===== config.mk =====
export PLATFORM = sky130hd
export DESIGN_NAME = seg_scan_ctrl
export DESIGN_NICKNAME = d
export VERILOG_FILES = /design/src/rtl/seg_pkg.sv /design/src/rtl/seg_hex_decode.sv /design/src/rtl/seg_scan_ctrl.sv
export SDC_FILE = /design/constraint.sdc
export NUM_CORES = 1
export LEC_CHECK = 0
export ABC_CLOCK_PERIOD_IN_PS = 2650
export CORE_MARGIN = 2
export CORE_UTILIZATION = 52
export DETAILED_ROUTE_END_ITERATION = 7
export PLACE_DENSITY = 0.89
export REMOVE_ABC_BUFFERS = 1
export SLEW_MARGIN = 10
export SYNTH_ARGS = -nofsm -noshare
export SYNTH_HDL_FRONTEND = slang
export SYNTH_SLANG_ARGS = --single-unit

===== constraint.sdc =====
create_clock -name clk -period 2.65 [get_ports clk]
set_input_delay 0.265 -clock clk [delete_from_list [all_inputs] [get_ports clk]]
set_output_delay 0.265 -clock clk [all_outputs]
set_load 0.005 [all_outputs]

===== src/rtl/seg_pkg.sv =====
// Shared constants for the seven-segment scan controller: digit geometry, scan states, hex font.
// Font entries are active-low {g,f,e,d,c,b,a}.
// No handshake; constants only.
package seg_pkg;

   localparam int N_DIG = 8;
   localparam int NIB_W = 4;
   localparam int SEG_W = 7;

   typedef enum logic {
      S_BLANK = 1'b0,
      S_SHOW  = 1'b1
   } scan_state_t;

   // Entry n is the glyph for nibble value n (0 rightmost).
   localparam logic [15:0][SEG_W-1:0] HEX_FONT = {
      7'h0E, 7'h06, 7'h21, 7'h46, 7'h03, 7'h08, 7'h10, 7'h00,
      7'h78, 7'h02, 7'h12, 7'h19, 7'h30, 7'h24, 7'h79, 7'h40
   };

endpackage


===== src/rtl/seg_hex_decode.sv =====
// Nibble to active-low seven-segment glyph lookup.
// Latency: combinational.
// Backpressure: none.
module seg_hex_decode
   import seg_pkg::*;
(
   input  logic [NIB_W-1:0] nib,
   output logic [SEG_W-1:0] seg_n
);

   assign seg_n = HEX_FONT[nib];

endmodule


===== src/rtl/seg_scan_ctrl.sv =====
// 8-digit seven-segment scan controller with dead-time blanking; LEADING_ZERO_BLANK_EN darkens leading zeros.
// Latency: host word shown from the next frame boundary; seg_n trails sel by one cycle, hidden by the dead time.
// Backpressure: none; load always accepted, last load before the boundary wins, load_ack marks the commit.
module seg_scan_ctrl
   import seg_pkg::*;
#(
   parameter int DIV_CYC  = 100000,
   parameter int DEAD_CYC = 1000
) (
   input  logic                   clk,
   input  logic                   rst,
   input  logic [N_DIG*NIB_W-1:0] data_in,
   input  logic                   load,
   input  logic [N_DIG-1:0]       dig_en,
   output logic                   load_ack,
   output logic                   frame_done,
   output logic [N_DIG*NIB_W-1:0] disp_data,
   output logic [2:0]             sel,
   input  logic [NIB_W-1:0]       nibble_in,
   output logic [N_DIG-1:0]       an_n,
   output logic [SEG_W-1:0]       seg_n
);

   localparam int CNT_W = (DIV_CYC > 1) ? $clog2(DIV_CYC) : 1;
   localparam logic [CNT_W-1:0] CNT_LAST = CNT_W'(DIV_CYC - 1);
   localparam logic [CNT_W-1:0] CNT_DEAD = CNT_W'(DEAD_CYC - 1);

   scan_state_t              state;
   scan_state_t              state_nxt;
   logic [CNT_W-1:0]         cnt;
   logic                     cnt_last;
   logic                     slot_end;
   logic                     frame_end;
   logic                     pend;
   logic [N_DIG*NIB_W-1:0]   pend_data;
   logic [SEG_W-1:0]         seg_dec;
   logic [N_DIG-1:0]         lz_dark;

   seg_hex_decode u_dec (
      .nib   (nibble_in),
      .seg_n (seg_dec)
   );

`ifdef LEADING_ZERO_BLANK_EN
   // Digit k is dark when it and every more-significant nibble are zero; digit 0 never blanks.
   always_comb begin
      lz_dark = '0;
      for (int k = 1; k < N_DIG; k++) begin
         lz_dark[k] = ((disp_data >> (NIB_W * k)) == '0);
      end
   end
`else
   assign lz_dark = '0;
`endif

   assign cnt_last  = (cnt == CNT_LAST);
   assign frame_end = slot_end && (sel == 3'd7);

   always_ff @(posedge clk) begin
      if (rst) begin
         state <= S_BLANK;
      end else begin
         state <= state_nxt;
      end
   end

   always_comb begin
      state_nxt = state;
      an_n      = '1;
      slot_end  = 1'b0;
      case (state)
         S_BLANK: begin
            if (cnt == CNT_DEAD) state_nxt = S_SHOW;
         end
         S_SHOW: begin
            if (dig_en[sel] && !lz_dark[sel]) an_n = ~(8'b1 << sel);
            if (cnt_last) begin
               state_nxt = S_BLANK;
               slot_end  = 1'b1;
            end
         end
         default: state_nxt = S_BLANK;
      endcase
   end

   always_ff @(posedge clk) begin
      if (rst) begin
         cnt        <= '0;
         sel        <= '0;
         seg_n      <= '1;
         disp_data  <= '0;
         pend       <= 1'b0;
         pend_data  <= '0;
         load_ack   <= 1'b0;
         frame_done <= 1'b0;
      end else begin
         cnt <= cnt_last ? '0 : cnt + 1'b1;
         // Decode only while anodes are off so the glyph is stable before the digit lights.
         if (state == S_BLANK) seg_n <= seg_dec;
         if (slot_end) sel <= sel + 3'd1;
         frame_done <= frame_end;
         load_ack   <= frame_end && (load || pend);
         if (frame_end) begin
            pend <= 1'b0;
            if (load) begin
               disp_data <= data_in;
            end else if (pend) begin
               disp_data <= pend_data;
            end
         end else if (load) begin
            pend      <= 1'b1;
            pend_data <= data_in;
         end
      end
   end

endmodule

==> results of run 1 <==
cell usage after synthesis (all sizes together) (2+ instances only):
library cell  count  area share [%]
nand3            17             1.7
xor2              7             1.2
buf              16             1.9
or2               2            0.25
nor3              3            0.63
o21ai             5            0.50
nand2b           35             4.4
a221oi            2            0.35
nand4            10             1.3
ha               13             3.3
xnor2             7             1.2
mux4              2            0.90
and3              3            0.38
nor2b             5            0.63
inv               7            0.53
nand4b           33             5.8
a21oi            39             3.9
dfxtp            95              38
nor4              6            0.88
and2              4            0.50
or4               2            0.38
nor2             62             4.7
a211oi            3            0.45
a311oi           34             6.0
a211o             3            0.53
o21bai            5            0.75
clkbuf           41             3.1
nand2            40             3.0
o311ai           32             5.6
a2bb2oi          32             5.6
and4              3            0.53
per-layer routing:
metal  wire, um  GRT usage, %  vias up
met5          0             0        -
met2       6710          42.8      155
met3        716          4.65       19
li1           -             -     2303
met1       5390          31.4     2318
met4        221          9.03        0
per-stage QoR:
stage	setup slack, ns	instances
finish	0.120	773
global route	0.00778	773
CTS	0.0225	773
detailed placement	0.316	757
global placement	0.372	757
floorplan	-2.71	518
power groups by stage:
stage | combinational, W | sequential (W) | clock, W
finish | 0.000340 | 0.00152 | 0.000920
global route | 0.000370 | 0.00153 | 0.000985
CTS | 0.000338 | 0.00152 | 0.000927
detailed placement | 0.000335 | 0.00155 | 0
global placement | 0.000320 | 0.00155 | 0
floorplan | 0.000165 | 0.00155 | 0
worst reg2reg max path, delay by kind of cell, from the launching register on:
kind                     cells  cell delay, ns
AND/OR/NAND/NOR              2            0.63
adder cells (fa/ha/maj)      1            0.30
buffers and inverters        1            0.42
AO/OA/AOI/OAI                2            0.42
flip-flops                   1            0.39
logic make-up (layout without fill, tap and decap cells):
group	Yosys count	count (layout)	share of synthesized area [%]
multiplexers	2	2	0.902
XOR/XNOR	14	14	2.46
buffers and inverters	64	133	5.54
adder cells (fa/ha/maj)	13	13	3.26
AND/OR/NAND/NOR	228	228	25.5
AO/OA/AOI/OAI	159	159	24.3
flip-flops	95	95	38.1
state kept, by name (all words and copies together), names as in the netlist:
| register | flops |
|---|---|
| sel | 3 |
| seg_n | 7 |
| state | 1 |
| disp_data | 32 |
| pend | 1 |
| pend_data | 32 |
| frame_done | 1 |
| load_ack | 1 |
| cnt | 17 |
worst max-delay path by stage:
stage,cells past startpoint,startpoint,endpoint
final,4,sel[0],an_n[3]
after global routing,4,sel[0],an_n[3]
after floorplan,5,cnt[0],state
after detailed placement,5,dig_en[6],an_n[3]
after global placement,5,dig_en[7],an_n[3]
after CTS,4,sel[0],an_n[3]
cell type report:
cell class / instances / area (um2)
Clock buffer: 9 / 124
Clock inverter: 7 / 66.3
Fill cell: 725 / 3070
Inverter: 7 / 26.3
Multi-Input combinational cell: 416 / 2830
Sequential cell: 95 / 1900
Tap cell: 129 / 161
Timing Repair Buffer: 110 / 1100
==> metrics list, run 1 <==
- Data arrival time of the critical path: 2.27 ns
* Worst R2R Path Depth: 6
- Largest net degree at the start of global routing: 92
* Final std cell area, no fill: 6210 um2
- Syn Area/Cell: 8.68 um2
- Across the run, the number of max-cap violations was 0.
- Final Hold Vio Count: 0
- Initial detailed-routing violation count: 320
* Static leakage: 2.10 nW
- Pre-antenna DRT Iters: 5
- Nature of the critical path endpoint: output pin
* Clock group share of total power: 33.0%
- Buffers inserted to repair hold after CTS numbered 0.
- The via count of the first global-routing pass was 4453.
- The worst-case IR drop observed on VDD is 0.000369 V.
- Buffer depth of the longest clock path: 2
* Number of instances in the synthesized netlist: 575
* Worst Path Buf+Inv: 1
- CTS tree: built
- Relative to the synthesized area, the layout overhead comes to 24.5%.
- Cell internal power was estimated by the tool at 0.00203 W.
- Number of setup buffers added after CTS: 0
- Origin of the critical flop-to-flop path: cnt[0]
* Placement row count: 35
- Counting flops with a built-in enable in the synthesized netlist gives 0.
- Worst clock skew: 0.0181 ns
- Final setup fails: 0
- Top Family by Delay on Critical Path: buffers and inverters
- Cells fill 66.9% of the core in the end.
* Antenna violation net count after detailed routing: 0
* Clk_lat worst skew: 0.38 ns
- The worst hold path was traced through 3 stages.
* Largest driver fanout on the critical path: 7
- RSZ-0062 raised after global routing: false
- The flow ran to the end, and the final reports show no timing, DRC or antenna violations.
* Number of remaining DRC errors: 0
- The die covers 10400 um2.
- After detailed routing, the number of vias per cell comes to 6.20.
* Initial cell density of the core: 53.8%
- The H-tree was split into 3 levels.
- Of all flip-flops after synthesis, the portion carrying an async set or reset was 0%.
* Remaining global-route overflow: 0
- Standard cell core area: 9280 um2
* Highest clock frequency the design can meet: 395 MHz
- The path class of the tightest hold or removal check is input port to register.
- Area of the mapped netlist: 4990 um2
* Fraction of layout cells with a size suffix above 1: 6.21%
- Slew at the pin closest to its max-slew limit: 0.709 ns
* Total routed wirelength: 13000 um
- Total of buffers placed on input and output ports: 98
* Minimum clock period after layout: 2.53 ns
* Aggregate negative setup slack: 0 ns
* Die width: 102 um
- Power consumption: 0.00278 W
* Seq/Total Area, Yosys: 38.1%
- In this run, the combinational gates consume 12.2% of the power.
* Synth warnings: 0
- Crit-path cells: mux4_2 -> and2_1 -> o211ai_1 -> clkdlybuf4s50_1
* Clock transition at the registers of the reported paths: 0.10 ns
- Summing all placed instances gives a cell area of 6020 um2.
* Number of clock buffers inserted by TritonCTS: 9
- Setup slack on the worst reg-to-reg path comes out at 0.41 ns.
* Number of antenna violations at the first check in global routing: 0
* Final routed wire length divided by cell count: 16.9 um
- Register share of total power: 54.7%
* Most used cells in the layout excluding fill and tap cells: 96 x sky130_fd_sc_hd__clkdlybuf4s50_1, 94 x sky130_fd_sc_hd__dfxtp_1, 61 x sky130_fd_sc_hd__nor2_1, 40 x sky130_fd_sc_hd__nand2_1, 39 x sky130_fd_sc_hd__a21oi_1
- The repair_antennas step left the layout with diodes totalling 0.
- Total net switching power: 0.000751 W
* Most common cell after layout, fill and taps aside: sky130_fd_sc_hd__clkdlybuf4s50_1
- Final Wtd Congestion: 0.880
- Post-route clock period utilization: 95.5%
- Critical path type: register to output pin
- Count of different cell masters after synthesis: 45
- Launch point of the worst hold path: load
- The tree built by TritonCTS fans out to 95 sinks.
- The cell sitting at the root of the clock tree is a sky130_fd_sc_hd__clkbuf_8.
- The first global-routing pass estimated 21000 um of wire.
* Final Max Tran Viols: 0
- Overall routing resource usage: 24.9%
- Stage delay of the slowest cell on the critical path: 0.53 ns
- For this design the top-level I/O count stands at 99.
* Critical register-to-register path endpoint: disp_data[29]
- Summing over every cut layer, the via total after detailed routing is 4795.
- The floorplan step set the die height to 102 um.
* Final layout net count: 699
- After legalization and detailed placement, the total HPWL measured 8350 um.
* Seq cells post-synth: 95
- Worst slew margin relative to its limit: 52.3%
* Slowest cell on crit path: sky130_fd_sc_hd__clkdlybuf4s50_1
- For hold timing, the worst endpoint is disp_data[24].
- In this run switching power makes up 27.0% of total power.
* Power density over cell area: 448 nW/um2
* Hold slack final: 0.352 ns
- At the worst endpoint, the required time is 2.38 ns.
* Ys flop type: sky130_fd_sc_hd__dfxtp_1
* Cells resized by post-CTS repair: 0
- STA classifies the critical path startpoint as a register.
(Power assumes the default switching activity.)
==> run 2: changes to the inputs <==
==> constraint.sdc (replaced) <==
create_clock -name clk -period 2.65 [get_ports clk]
set_input_delay 0.265 -clock clk [delete_from_list [all_inputs] [get_ports clk]]
set_output_delay 0.265 -clock clk [all_outputs]
set_load 0.05 [all_outputs]
==> metrics list, run 2 (synthesis results as in run 1) <==
- Static leakage: 2.11 nW
- Buffer depth of the longest clock path: 2
- Final Max Tran Viols: 0
* Final Wtd Congestion: 0.885
* Type of the tightest min-delay check: input port to register
* Final layout net count: 698
* Crit-path cells: mux4_2 -> and2_1 -> o211ai_1 -> buf_12
- Stage delay of the slowest cell on the critical path: 0.54 ns
- Grouping stages by cell kind, the critical path spends the most delay in multiplexers.
- Inserted Diodes: 0
- Nature of the critical path startpoint: register
- The completed layout was analyzed and its total power is 0.00283 W.
* Combinational fraction of design power: 13.1%
- Number of setup buffers added after CTS: 0
- Of all nets on the critical path, the largest fanout is 7.
- IO Pins: 99
- Root cell of the clock tree: sky130_fd_sc_hd__clkbuf_8
- Maxcap violations: 0
- The finished cells cover 6200 um2.
- The hold violation count in the final report came to 0.
* Internal power consumption: 0.00203 W
* Post-route clock period utilization: 88.9%
- Overall die area: 10400 um2
- Cells resized by post-CTS repair: 0
- Excluding fillers, the count of instances in the completed layout stands at 772.
- Leaving out fill and tap cells, the most frequent cell in the layout is sky130_fd_sc_hd__dfxtp_1.
- Pre-antenna DRT Iters: 5
* Clk_lat worst skew: 0.37 ns
- Setup violations remaining at the end of the flow were counted as 0.
* Met3 Routed Length: 504 um
* DR vias/cell: 6.14
* Clock group share of total power: 33.2%
* Most used cells in the layout excluding fill and tap cells: 95 x sky130_fd_sc_hd__dfxtp_1, 88 x sky130_fd_sc_hd__clkdlybuf4s50_1, 61 x sky130_fd_sc_hd__nor2_1, 40 x sky130_fd_sc_hd__nand2_1, 39 x sky130_fd_sc_hd__a21oi_1
- The count of nets left with antenna violations once routing finished came out at 0.
- Clock transition at the registers of the reported paths: 0.10 ns
- VDD sags by at most 0.000234 V.
* Initial cell density of the core: 53.8%
- Total of buffers placed on input and output ports: 98
- Cell Count Post-Placement: 756
- Amount of wire on met2 after detailed routing: 6650 um
- After layout, the minimum clock period comes to 2.35 ns.
* Fillers: 733
- Total net switching power: 0.000799 W
- Number of antenna violations at the first check in global routing: 0
* Critical path type: register to output pin
- Chip height: 102 um
* TritonCTS Sinks: 95
- Final routed wire length divided by cell count: 16.6 um
* CTS tree: built
- Once placement finished, the instance area stood at 6010 um2.
* Share of the core filled with cells: 66.8%
* CTS H-tree lvls: 3
- Of the cells placed in the final design, the portion with a size suffix greater than 1 is 7.15%.
* Slew at the pin closest to its max-slew limit: 0.794 ns
- From synthesis to final layout, the design area changed by 24.1%.
- Timing would allow up to 425 MHz.
* Initial detailed-routing violation count: 259
- Register share of total power: 53.7%
* Die width: 102 um
- In the final routing, the length of wire on met1 measures 5410 um.
* Number of vias in the routed layout: 4738
- RSZ-0062 raised after global routing: false
* Power density over cell area: 457 nW/um2
- Summed over all layers, the routed wires come to 12800 um.
- Overall routing resource usage: 24.2%
* Status: finished clean
- Worst clock skew: 0.0187 ns
- Vias in the first global route: 4380
* Standard cell core area: 9280 um2
- Measured against its own limit, the worst slew margin works out to 46.6%.
- Hold is met by 0.431 ns.
- Largest registers in the final layout: disp_data: 32 flops, pend_data: 32 flops, cnt: 17 flops
* Nature of the critical path endpoint: output pin
- The slowest stage of the critical path belongs to the cell sky130_fd_sc_hd__mux4_2.
- Number of remaining DRC errors: 0
* DP Wirelength: 8230 um
- For the worst setup path, the data arrival time is 2.09 ns.
- The multi-input combinational cells in the finished layout cover a total of 2830 um2.
- Critical path required time: 2.38 ns
* Hold-fix buffers, CTS: 0
* Area of all sequential standard cells: 1900 um2
- Worst Path Buf+Inv: 1
- Placement row count: 35
- Uppermost routed layer: met4
- Global-route wire length before repair: 20500 um
- Entering global routing, the biggest net connects 82 pins.
- Remaining global-route overflow: 0
- The number of clock buffers added by TritonCTS is 9.
* Switching share of power: 28.2%
[run 2: cell count changes in the layout (fill, tap and decap cells not counted)]
cell | before | now
sky130_fd_sc_hd__clkdlybuf4s50_1 | 96 | 88
sky130_fd_sc_hd__buf_4 | 10 | 16
sky130_fd_sc_hd__buf_12 | 3 | 4
sky130_fd_sc_hd__clkinv_4 | 1 | 0
sky130_fd_sc_hd__dfxtp_1 | 94 | 95
sky130_fd_sc_hd__dfxtp_2 | 1 | 0
sky130_fd_sc_hd__inv_6 | 2 | 3
[run 2: metal layers]
| metal | GRT usage, % | up-vias |
|---|---|---|
| li1 | - | 2310 |
| met1 | 30.3 | 2291 |
| met2 | 42.8 | 118 |
| met3 | 3.69 | 19 |
| met4 | 8.00 | 0 |
| met5 | 0 | - |
[run 2: power by group through the flow]
stage / clock network, W / registers, W / logic, W
after floorplan: 0 / 0.00158 / 0.000165
after global placement: 0 / 0.00155 / 0.000352
after detailed placement: 0 / 0.00155 / 0.000367
after CTS: 0.000951 / 0.00152 / 0.000369
after global routing: 0.00101 / 0.00153 / 0.000402
final: 0.000940 / 0.00152 / 0.000371
[run 2: final timing paths]
check                           startpoint           end  slack [ns]  depth (start not counted)
worst max-delay path                sel[0]       an_n[3]        0.30                          4
worst min-delay path                   rst       cnt[12]        0.43                          2
worst max register to register      cnt[0]  disp_data[5]        0.34                          6
worst min register to register    seg_n[1]      seg_n[1]        0.47                          1
[run 2: through the flow]
| step | worst slack [ns] | setup TNS (ns) |
|---|---|---|
| 2_1_floorplan | -2.71 | -202.93 |
| 3_3_place_gp | 0.432 | 0 |
| 3_5_place_dp | 0.384 | 0 |
| 4_1_cts | 0.273 | 0 |
| 5_1_grt | 0.212 | 0 |
| 6_report | 0.295 | 0 |
[run 2: area by class of cell]
| type | count | area share [%] |
|---|---|---|
| Tap cell | 129 | 2.60 |
| Clock inverter | 7 | 1.07 |
| Multi-Input combinational cell | 416 | 45.7 |
| Timing Repair Buffer | 109 | 17.5 |
| Inverter | 7 | 0.424 |
| Sequential cell | 95 | 30.7 |
| Clock buffer | 9 | 2.00 |
